## config.mk

```make
export PLATFORM = sky130hd
export DESIGN_NAME = inst_queue_dec_flat
export DESIGN_NICKNAME = d
export VERILOG_FILES = /design/src/rtl/la32r_pkg.sv /design/src/rtl/inst_queue_dec_if.sv /design/src/rtl/inst_fifo.sv /design/src/rtl/inst_queue_dec.sv /design/src/flat_wrapper.sv
export SDC_FILE = /design/constraint.sdc
export NUM_CORES = 1
export LEC_CHECK = 0
export ABC_AREA = 1
export ABC_CLOCK_PERIOD_IN_PS = 10600
export CAP_MARGIN = 20
export CORE_ASPECT_RATIO = 1.5
export CORE_MARGIN = 2
export CORE_UTILIZATION = 60
export DETAILED_ROUTE_END_ITERATION = 10
export PLACE_DENSITY = 0.89
export SLEW_MARGIN = 25
export SYNTH_ARGS = -nofsm -noshare
export SYNTH_HDL_FRONTEND = slang
export SYNTH_SLANG_ARGS = --single-unit
export TNS_END_PERCENT = 100
```

## constraint.sdc

```tcl
create_clock -name clk -period 10.6 [get_ports clk]
set_clock_uncertainty 0.1 [all_clocks]
set_input_delay 2.12 -clock clk [delete_from_list [all_inputs] [get_ports clk]]
set_output_delay 2.12 -clock clk [all_outputs]
set_load 0.01 [all_outputs]
```

## src/rtl/la32r_pkg.sv

```systemverilog
// LA32R opcode constants and the pre-decode helper shared by the
// instruction queue and anything else that classifies fetched words.
package la32r_pkg;

  localparam logic [5:0] OP_LDST  = 6'b001010;
  localparam logic [5:0] OP_JIRL  = 6'b010011;
  localparam logic [5:0] OP_B     = 6'b010100;
  localparam logic [5:0] OP_BL    = 6'b010101;
  localparam logic [5:0] OP_BR_LO = 6'b010110;
  localparam logic [5:0] OP_BR_HI = 6'b011011;

  typedef struct packed {
    logic       is_load;
    logic       is_store;
    logic       is_branch;
    logic       rf_we;
    logic [4:0] ra0;
    logic [4:0] ra1;
    logic [4:0] wa;
  } dec_t;

  function automatic dec_t predecode(input logic [31:0] inst);
    dec_t       d;
    logic [5:0] op;
    logic       is_st;
    logic       is_ld;
    logic       is_cbr;
    op     = inst[31:26];
    is_st  = (op == OP_LDST) && !inst[25] && inst[24];
    is_ld  = (op == OP_LDST) && (inst[25] || !inst[24]);
    is_cbr = (op >= OP_BR_LO) && (op <= OP_BR_HI);
    d.is_load   = is_ld;
    d.is_store  = is_st;
    d.is_branch = (inst[31:30] == 2'b01);
    // Stores and conditional branches read their rd field as a source.
    d.rf_we     = (op == OP_JIRL) || !(is_st || (op == OP_B) || is_cbr);
    d.ra0       = inst[9:5];
    d.ra1       = (is_st || is_cbr) ? inst[4:0] : inst[14:10];
    d.wa        = (op == OP_BL) ? 5'd1 : inst[4:0];
    return d;
  endfunction

endpackage

```

## src/rtl/inst_queue_dec_if.sv

```systemverilog
// Fetch-side and decode-side handshake bundle of the instruction queue.
interface inst_queue_dec_if #(
  parameter int PC_W   = 32,
  parameter int INST_W = 32
);
  logic              in_valid;
  logic              in_ready;
  logic [PC_W-1:0]   in_pc;
  logic [INST_W-1:0] in_inst;
  logic              out_valid;
  logic              out_ready;
  logic [PC_W-1:0]   out_pc;
  logic [INST_W-1:0] out_inst;
  logic              out_is_load;
  logic              out_is_store;
  logic              out_is_branch;
  logic [4:0]        out_rf_ra0;
  logic [4:0]        out_rf_ra1;
  logic [4:0]        out_rf_wa;
  logic              out_rf_we;
  logic              haz_ld_valid;
  logic [4:0]        haz_ld_rd;

  modport master (
    output in_valid, in_pc, in_inst, out_ready, haz_ld_valid, haz_ld_rd,
    input  in_ready, out_valid, out_pc, out_inst, out_is_load, out_is_store,
           out_is_branch, out_rf_ra0, out_rf_ra1, out_rf_wa, out_rf_we
  );

  modport slave (
    input  in_valid, in_pc, in_inst, out_ready, haz_ld_valid, haz_ld_rd,
    output in_ready, out_valid, out_pc, out_inst, out_is_load, out_is_store,
           out_is_branch, out_rf_ra0, out_rf_ra1, out_rf_wa, out_rf_we
  );
endinterface

```

## src/rtl/inst_fifo.sv

```systemverilog
// Circular buffer with occupancy count; storage is deliberately left
// unreset, only pointers and count return to zero on reset or flush.
module inst_fifo #(
  parameter int DEPTH = 4,
  parameter int W     = 64
) (
  input  logic                   clk,
  input  logic                   rst_n,
  input  logic                   flush,
  input  logic                   push,
  input  logic                   pop,
  input  logic [W-1:0]           wdata,
  output logic [W-1:0]           rdata,
  output logic [$clog2(DEPTH):0] count
);
  localparam int AW = $clog2(DEPTH);
  localparam int CW = AW + 1;

  logic [W-1:0]  mem [DEPTH];
  logic [AW-1:0] head;
  logic [AW-1:0] tail;

  always_ff @(posedge clk) begin
    if (push) mem[tail] <= wdata;
  end

  // DEPTH is a power of two, so pointer overflow is the wrap.
  always_ff @(posedge clk or negedge rst_n) begin
    if (!rst_n) begin
      head  <= '0;
      tail  <= '0;
      count <= '0;
    end else if (flush) begin
      head  <= '0;
      tail  <= '0;
      count <= '0;
    end else begin
      if (push) tail <= tail + AW'(1);
      if (pop)  head <= head + AW'(1);
      case ({push, pop})
        2'b10:   count <= count + CW'(1);
        2'b01:   count <= count - CW'(1);
        default: ;
      endcase
    end
  end

  assign rdata = mem[head];

endmodule

```

## src/rtl/inst_queue_dec.sv

```systemverilog
// Fetch-to-decode instruction queue: buffers fetched words, holds back a
// load-use dependent head, and pre-decodes into a registered output stage.
module inst_queue_dec
  import la32r_pkg::*;
#(
  parameter int DEPTH  = 4,
  parameter int PC_W   = 32,
  parameter int INST_W = 32
) (
  input  logic                   clk,
  input  logic                   rst_n,
  input  logic                   flush,
  inst_queue_dec_if.slave        bus,
  output logic [$clog2(DEPTH):0] count
);
  localparam int CW = $clog2(DEPTH) + 1;

  logic [PC_W+INST_W-1:0] head_ent;
  logic [PC_W-1:0]        head_pc;
  logic [INST_W-1:0]      head_inst;
  dec_t                   head_dec;
  logic                   push;
  logic                   pop;
  logic                   hazard;

  logic                   vld_p1;
  logic [PC_W-1:0]        pc_p1;
  logic [INST_W-1:0]      inst_p1;
  dec_t                   dec_p1;

  // Stage p0: queue head, hazard detection against the load in EX
  assign bus.in_ready = (count < CW'(DEPTH));
  assign push         = bus.in_valid && bus.in_ready && !flush;
  assign {head_pc, head_inst} = head_ent;
  assign head_dec     = predecode(head_inst);
  assign hazard       = bus.haz_ld_valid && (bus.haz_ld_rd != 5'd0) &&
                        ((bus.haz_ld_rd == head_dec.ra0) || (bus.haz_ld_rd == head_dec.ra1));
  assign pop          = (count != '0) && (!vld_p1 || bus.out_ready) && !hazard && !flush;

  inst_fifo #(
    .DEPTH (DEPTH),
    .W     (PC_W + INST_W)
  ) u_fifo (
    .clk   (clk),
    .rst_n (rst_n),
    .flush (flush),
    .push  (push),
    .pop   (pop),
    .wdata ({bus.in_pc, bus.in_inst}),
    .rdata (head_ent),
    .count (count)
  );

  // Stage p1: registered issue slot toward decode
  always_ff @(posedge clk or negedge rst_n) begin
    if (!rst_n) begin
      vld_p1  <= 1'b0;
      pc_p1   <= '0;
      inst_p1 <= '0;
      dec_p1  <= '0;
    end else if (flush) begin
      vld_p1  <= 1'b0;
    end else if (pop) begin
      vld_p1  <= 1'b1;
      pc_p1   <= head_pc;
      inst_p1 <= head_inst;
      dec_p1  <= head_dec;
    end else if (bus.out_ready) begin
      vld_p1  <= 1'b0;
    end
  end

  assign bus.out_valid     = vld_p1;
  assign bus.out_pc        = pc_p1;
  assign bus.out_inst      = inst_p1;
  assign bus.out_is_load   = dec_p1.is_load;
  assign bus.out_is_store  = dec_p1.is_store;
  assign bus.out_is_branch = dec_p1.is_branch;
  assign bus.out_rf_ra0    = dec_p1.ra0;
  assign bus.out_rf_ra1    = dec_p1.ra1;
  assign bus.out_rf_wa     = dec_p1.wa;
  assign bus.out_rf_we     = dec_p1.rf_we;

endmodule

```

## src/flat_wrapper.sv

```systemverilog
// flat-port wrapper written by rule: the top's interface ports become plain ports
module inst_queue_dec_flat import la32r_pkg::*;
#(
  parameter int DEPTH  = 4,
  parameter int PC_W   = 32,
  parameter int INST_W = 32
)
  (clk, rst_n, flush, count, bus_in_valid, bus_in_pc, bus_in_inst, bus_out_ready, bus_haz_ld_valid, bus_haz_ld_rd, bus_in_ready, bus_out_valid, bus_out_pc, bus_out_inst, bus_out_is_load, bus_out_is_store, bus_out_is_branch, bus_out_rf_ra0, bus_out_rf_ra1, bus_out_rf_wa, bus_out_rf_we);
  inst_queue_dec_if #(.PC_W(PC_W), .INST_W(INST_W)) bus_i ();
  input  logic clk;
  input  logic rst_n;
  input  logic flush;
  output logic [$clog2(DEPTH):0] count;
  input wire logic [$bits(bus_i.in_valid)-1:0] bus_in_valid;
  input wire logic [$bits(bus_i.in_pc)-1:0] bus_in_pc;
  input wire logic [$bits(bus_i.in_inst)-1:0] bus_in_inst;
  input wire logic [$bits(bus_i.out_ready)-1:0] bus_out_ready;
  input wire logic [$bits(bus_i.haz_ld_valid)-1:0] bus_haz_ld_valid;
  input wire logic [$bits(bus_i.haz_ld_rd)-1:0] bus_haz_ld_rd;
  output wire logic [$bits(bus_i.in_ready)-1:0] bus_in_ready;
  output wire logic [$bits(bus_i.out_valid)-1:0] bus_out_valid;
  output wire logic [$bits(bus_i.out_pc)-1:0] bus_out_pc;
  output wire logic [$bits(bus_i.out_inst)-1:0] bus_out_inst;
  output wire logic [$bits(bus_i.out_is_load)-1:0] bus_out_is_load;
  output wire logic [$bits(bus_i.out_is_store)-1:0] bus_out_is_store;
  output wire logic [$bits(bus_i.out_is_branch)-1:0] bus_out_is_branch;
  output wire logic [$bits(bus_i.out_rf_ra0)-1:0] bus_out_rf_ra0;
  output wire logic [$bits(bus_i.out_rf_ra1)-1:0] bus_out_rf_ra1;
  output wire logic [$bits(bus_i.out_rf_wa)-1:0] bus_out_rf_wa;
  output wire logic [$bits(bus_i.out_rf_we)-1:0] bus_out_rf_we;
  assign bus_i.in_valid = bus_in_valid;
  assign bus_i.in_pc = bus_in_pc;
  assign bus_i.in_inst = bus_in_inst;
  assign bus_i.out_ready = bus_out_ready;
  assign bus_i.haz_ld_valid = bus_haz_ld_valid;
  assign bus_i.haz_ld_rd = bus_haz_ld_rd;
  assign bus_in_ready = bus_i.in_ready;
  assign bus_out_valid = bus_i.out_valid;
  assign bus_out_pc = bus_i.out_pc;
  assign bus_out_inst = bus_i.out_inst;
  assign bus_out_is_load = bus_i.out_is_load;
  assign bus_out_is_store = bus_i.out_is_store;
  assign bus_out_is_branch = bus_i.out_is_branch;
  assign bus_out_rf_ra0 = bus_i.out_rf_ra0;
  assign bus_out_rf_ra1 = bus_i.out_rf_ra1;
  assign bus_out_rf_wa = bus_i.out_rf_wa;
  assign bus_out_rf_we = bus_i.out_rf_we;
  inst_queue_dec #(.DEPTH(DEPTH), .PC_W(PC_W), .INST_W(INST_W)) u_core (.clk(clk), .rst_n(rst_n), .flush(flush), .bus(bus_i), .count(count));
endmodule
```

==> results.yml <==
outcome:
  status: "completed"
finish:
  drive_above_1_share: 0.06667
  layout_common_cells: "nand2_1, edfxtp_1, clkdlybuf4s50_1"
  final_nets: 1271
  synthToLayoutAreaGrowth_pct: 21.29
  layout_commonest_cell: "nand2_1"
  antenna_cells: 0
die:
  core_area_um2: 21720
  floorplan.initialDensity: 0.6111
  die-area_um2: 23350
  die_h_um: 186.2
  rows: 66
  io_pins: 163
  die_w_um: 125.4
min_path:
  min-delay-start: "u_core.bus.out_inst[3]"
  hold_depth: 2
  hold_class: "reg -> reg"
  holdPathEnd: "u_core.bus.out_inst[3]"
setup_path:
  rr_startpoint: "u_core.u_fifo.head[1]"
  path_cells: "clkinv_2 > buf_4 > nand3_1 > nand2_2 > nor2_1 > nand3_1 > nand2_1 > nand2_4 > nand2_4 > nand2_1 > nand2_1 > xor2_1 > nand3_1 > nand2_1 > nand2_2 > nand3_4 > buf_4 > nand2_2 > nand2_1 > inv_1 > nand2_1 > nand2_1"
  crit_slowest_cell: "clkinv_2"
  crit_required_ps: 10940
  cp_max_fo: 86
  cp.arrival_ps: 5890
  r2r_slack_ps: 5050
  critical_path_class: "reg -> reg"
  reg2reg_to: "u_core.u_fifo.count[1]"
  cpPeakStageDelay_ps: 780
  cp-end-kind: "flop"
  reg2reg_depth: 22
  start_kind: "flop"
  cp_common_cell: "nand2_1"
detailed_routing:
  vias: 8812
  drt-total-wl_um: 30420
  viasPerCell: 5.926
  wl_per_cell_um: 20.45
  drt_pre_antenna_iters: 5
  drtAntennaViolNets: 0
  route.detailed.drc: 0
  drt_iter0_drc: 1033
global_routing:
  grt_pass1_wl_um: 47170
  grtUsageTotal: 0.2577
  antenna_found_initial: 0
  grt_overflow: 0
  grt_max_degree: 87
  grt_pass1_vias: 8818
yosys:
  synth_seq_area_share: 0.7414
  syn-instance-count: 1050
  ys_types: 37
  ys_ff_latch: 342
  syn_nets: 1130
  ys_async_sr_fraction: 0.2515
  syn_avg_cell_area_um2: 12.64
  synth-edff-count: 256
  yosysWarningCount: 0
  ys.flop_type: "edfxtp_1"
  syn_area_um2: 13270
sta:
  hold_viol: 0
  tns_ps: 0
  clock.fmax_mhz: 180.1
  rsz0062_at_grt: "no"
  min_period_over_period: 0.5239
  period_needed_ps: 5553
  drv_slew: 0
  slew_headroom: 0.3506
  worst_pin_slew_ps: 974.2
  finalSetupViolCount: 0
cts:
  postCtsSetupRepairBufs: 0
  cts_root_buf: "clkbuf_16"
  clock-sinks: 342
  ctsHoldBuffers: 0
  cts_made_buffers: 30
  insertion_delay_ps: 550
  cts_resized: 0
  cts_buffer_depth: 3
  cts_tree: "built"
  clk_pin_slew_ps: 70
  cts-htree-levels: 1
power:
  peakVddDrop_mv: 0.1812
  power.density_nw_per_um2: 278.8
  p_leak_nw: 6.123
  power.total_mw: 4.488
place:
  gp_congestion: 0.8763
  io_buffer_count: 162
  dp_hpwl_um: 18210
job:
  drv_cap: 0
==> layout make-up <==
class	instances	area, um2
clock inverter	17	195.2
sequential	342	9843
clock buffer	39	850.8
tap	272	340.3
fill	1290	5622
multi-input combinational	613	3049
timing repair buffer	171	1690
inverter	33	127.6
==> cell families (layout without fill, tap and decap cells) <==
kind of cell               Yosys count  in the layout  synth area share
adders and majority gates            5              5          0.005280
xor gates and xnor gates             4              4          0.002639
AOI/OAI and AO/OA                  201            201           0.09626
DFF                                342            342            0.7414
and+or+nand+nor                    402            402            0.1220
muxes                                1              1         0.0007542
buffers and inverters               95            260           0.03168
==> critical path, delay by kind of cell, from the launching register on <==
family                 cells  cell delay [ps]
XOR/XNOR                   1              150
buffers and inverters      4             2220
AND/OR/NAND/NOR           17             2230
flip-flops                 1              670
==> layer usage <==
| metal | part of all wire | track usage | vias up |
|---|---|---|---|
| met5 | 0 | 0 | - |
| met4 | 0.033 | 0.09289 | 0 |
| met3 | 0.062 | 0.03318 | 63 |
| met2 | 0.54 | 0.4744 | 433 |
| met1 | 0.37 | 0.3139 | 4312 |
| li1 | - | - | 4004 |
==> worst max-delay path by stage <==
stage,start,depth (start not counted),to,slack (ps)
2_1_floorplan,flush,3,u_core.u_fifo.mem[0][0],4900
3_3_place_gp,u_core.u_fifo.head[1],25,u_core.u_fifo.count[2],5380
3_5_place_dp,u_core.u_fifo.head[1],25,u_core.u_fifo.count[1],5120
6_report,u_core.u_fifo.head[1],22,u_core.u_fifo.count[1],5050
5_1_grt,u_core.u_fifo.head[1],25,u_core.u_fifo.count[2],4510
4_1_cts,u_core.u_fifo.head[1],22,u_core.u_fifo.count[1],5080
==> through the flow <==
step	instances	worst slack [ps]	util	instance area (um2)	hold slack, ps
after floorplan	1050	4900	-	13270	414.2
after global placement	1431	5380	0.6928	15050	363.4
after detailed placement	1431	5117	0.6928	15050	366.4
after CTS	1487	5084	0.7410	16090	384.1
after global routing	1487	4510	0.7412	16100	396.8
final	1487	5047	0.7412	16100	378.2
==> registers in the layout, summed over array words and instances, names as in the netlist <==
register and flops:
u_core.bus.out_inst 28, u_core.bus.out_is_branch 1, u_core.bus.out_is_load 1, u_core.bus.out_is_store 1, u_core.bus.out_pc 32, u_core.bus.out_rf_ra0 4
u_core.bus.out_rf_ra1 5, u_core.bus.out_rf_wa 5, u_core.bus.out_rf_we 1, u_core.bus.out_valid 1, u_core.u_fifo.count 3, u_core.u_fifo.head 2
u_core.u_fifo.mem 256, u_core.u_fifo.tail 2
==> synth_stat cells, types with 2 or more instances <==
library cell,instances,area share
a21oi_1,56,0.021
a32o_1,46,0.035
a32oi_1,4,0.0026
buf_1,6,0.0017
buf_2,15,0.0057
buf_4,10,0.0057
clkbuf_1,30,0.0085
dfrtp_1,86,0.16
edfxtp_1,256,0.58
ha_1,4,0.0038
inv_1,26,0.0074
inv_2,6,0.0017
nand2_1,328,0.093
nand2_2,4,0.0019
nand2_4,2,0.0017
nand3_1,33,0.012
nand4_1,3,0.0014
nor2_1,26,0.0074
nor2_2,2,0.00094
o21ai_0,43,0.016
o21ai_1,39,0.015
o22ai_1,6,0.0028
o31ai_1,2,0.0011
xor2_1,4,0.0026
==> power by group <==
part           total [mW]  internal, mW  switching [mW]
registers            1.82          1.67           0.153
clock network        1.14         0.665           0.470
logic                1.53         0.622           0.911
total                4.49          2.95            1.53
No activity file was read; power rests on OpenSTA's default activity.
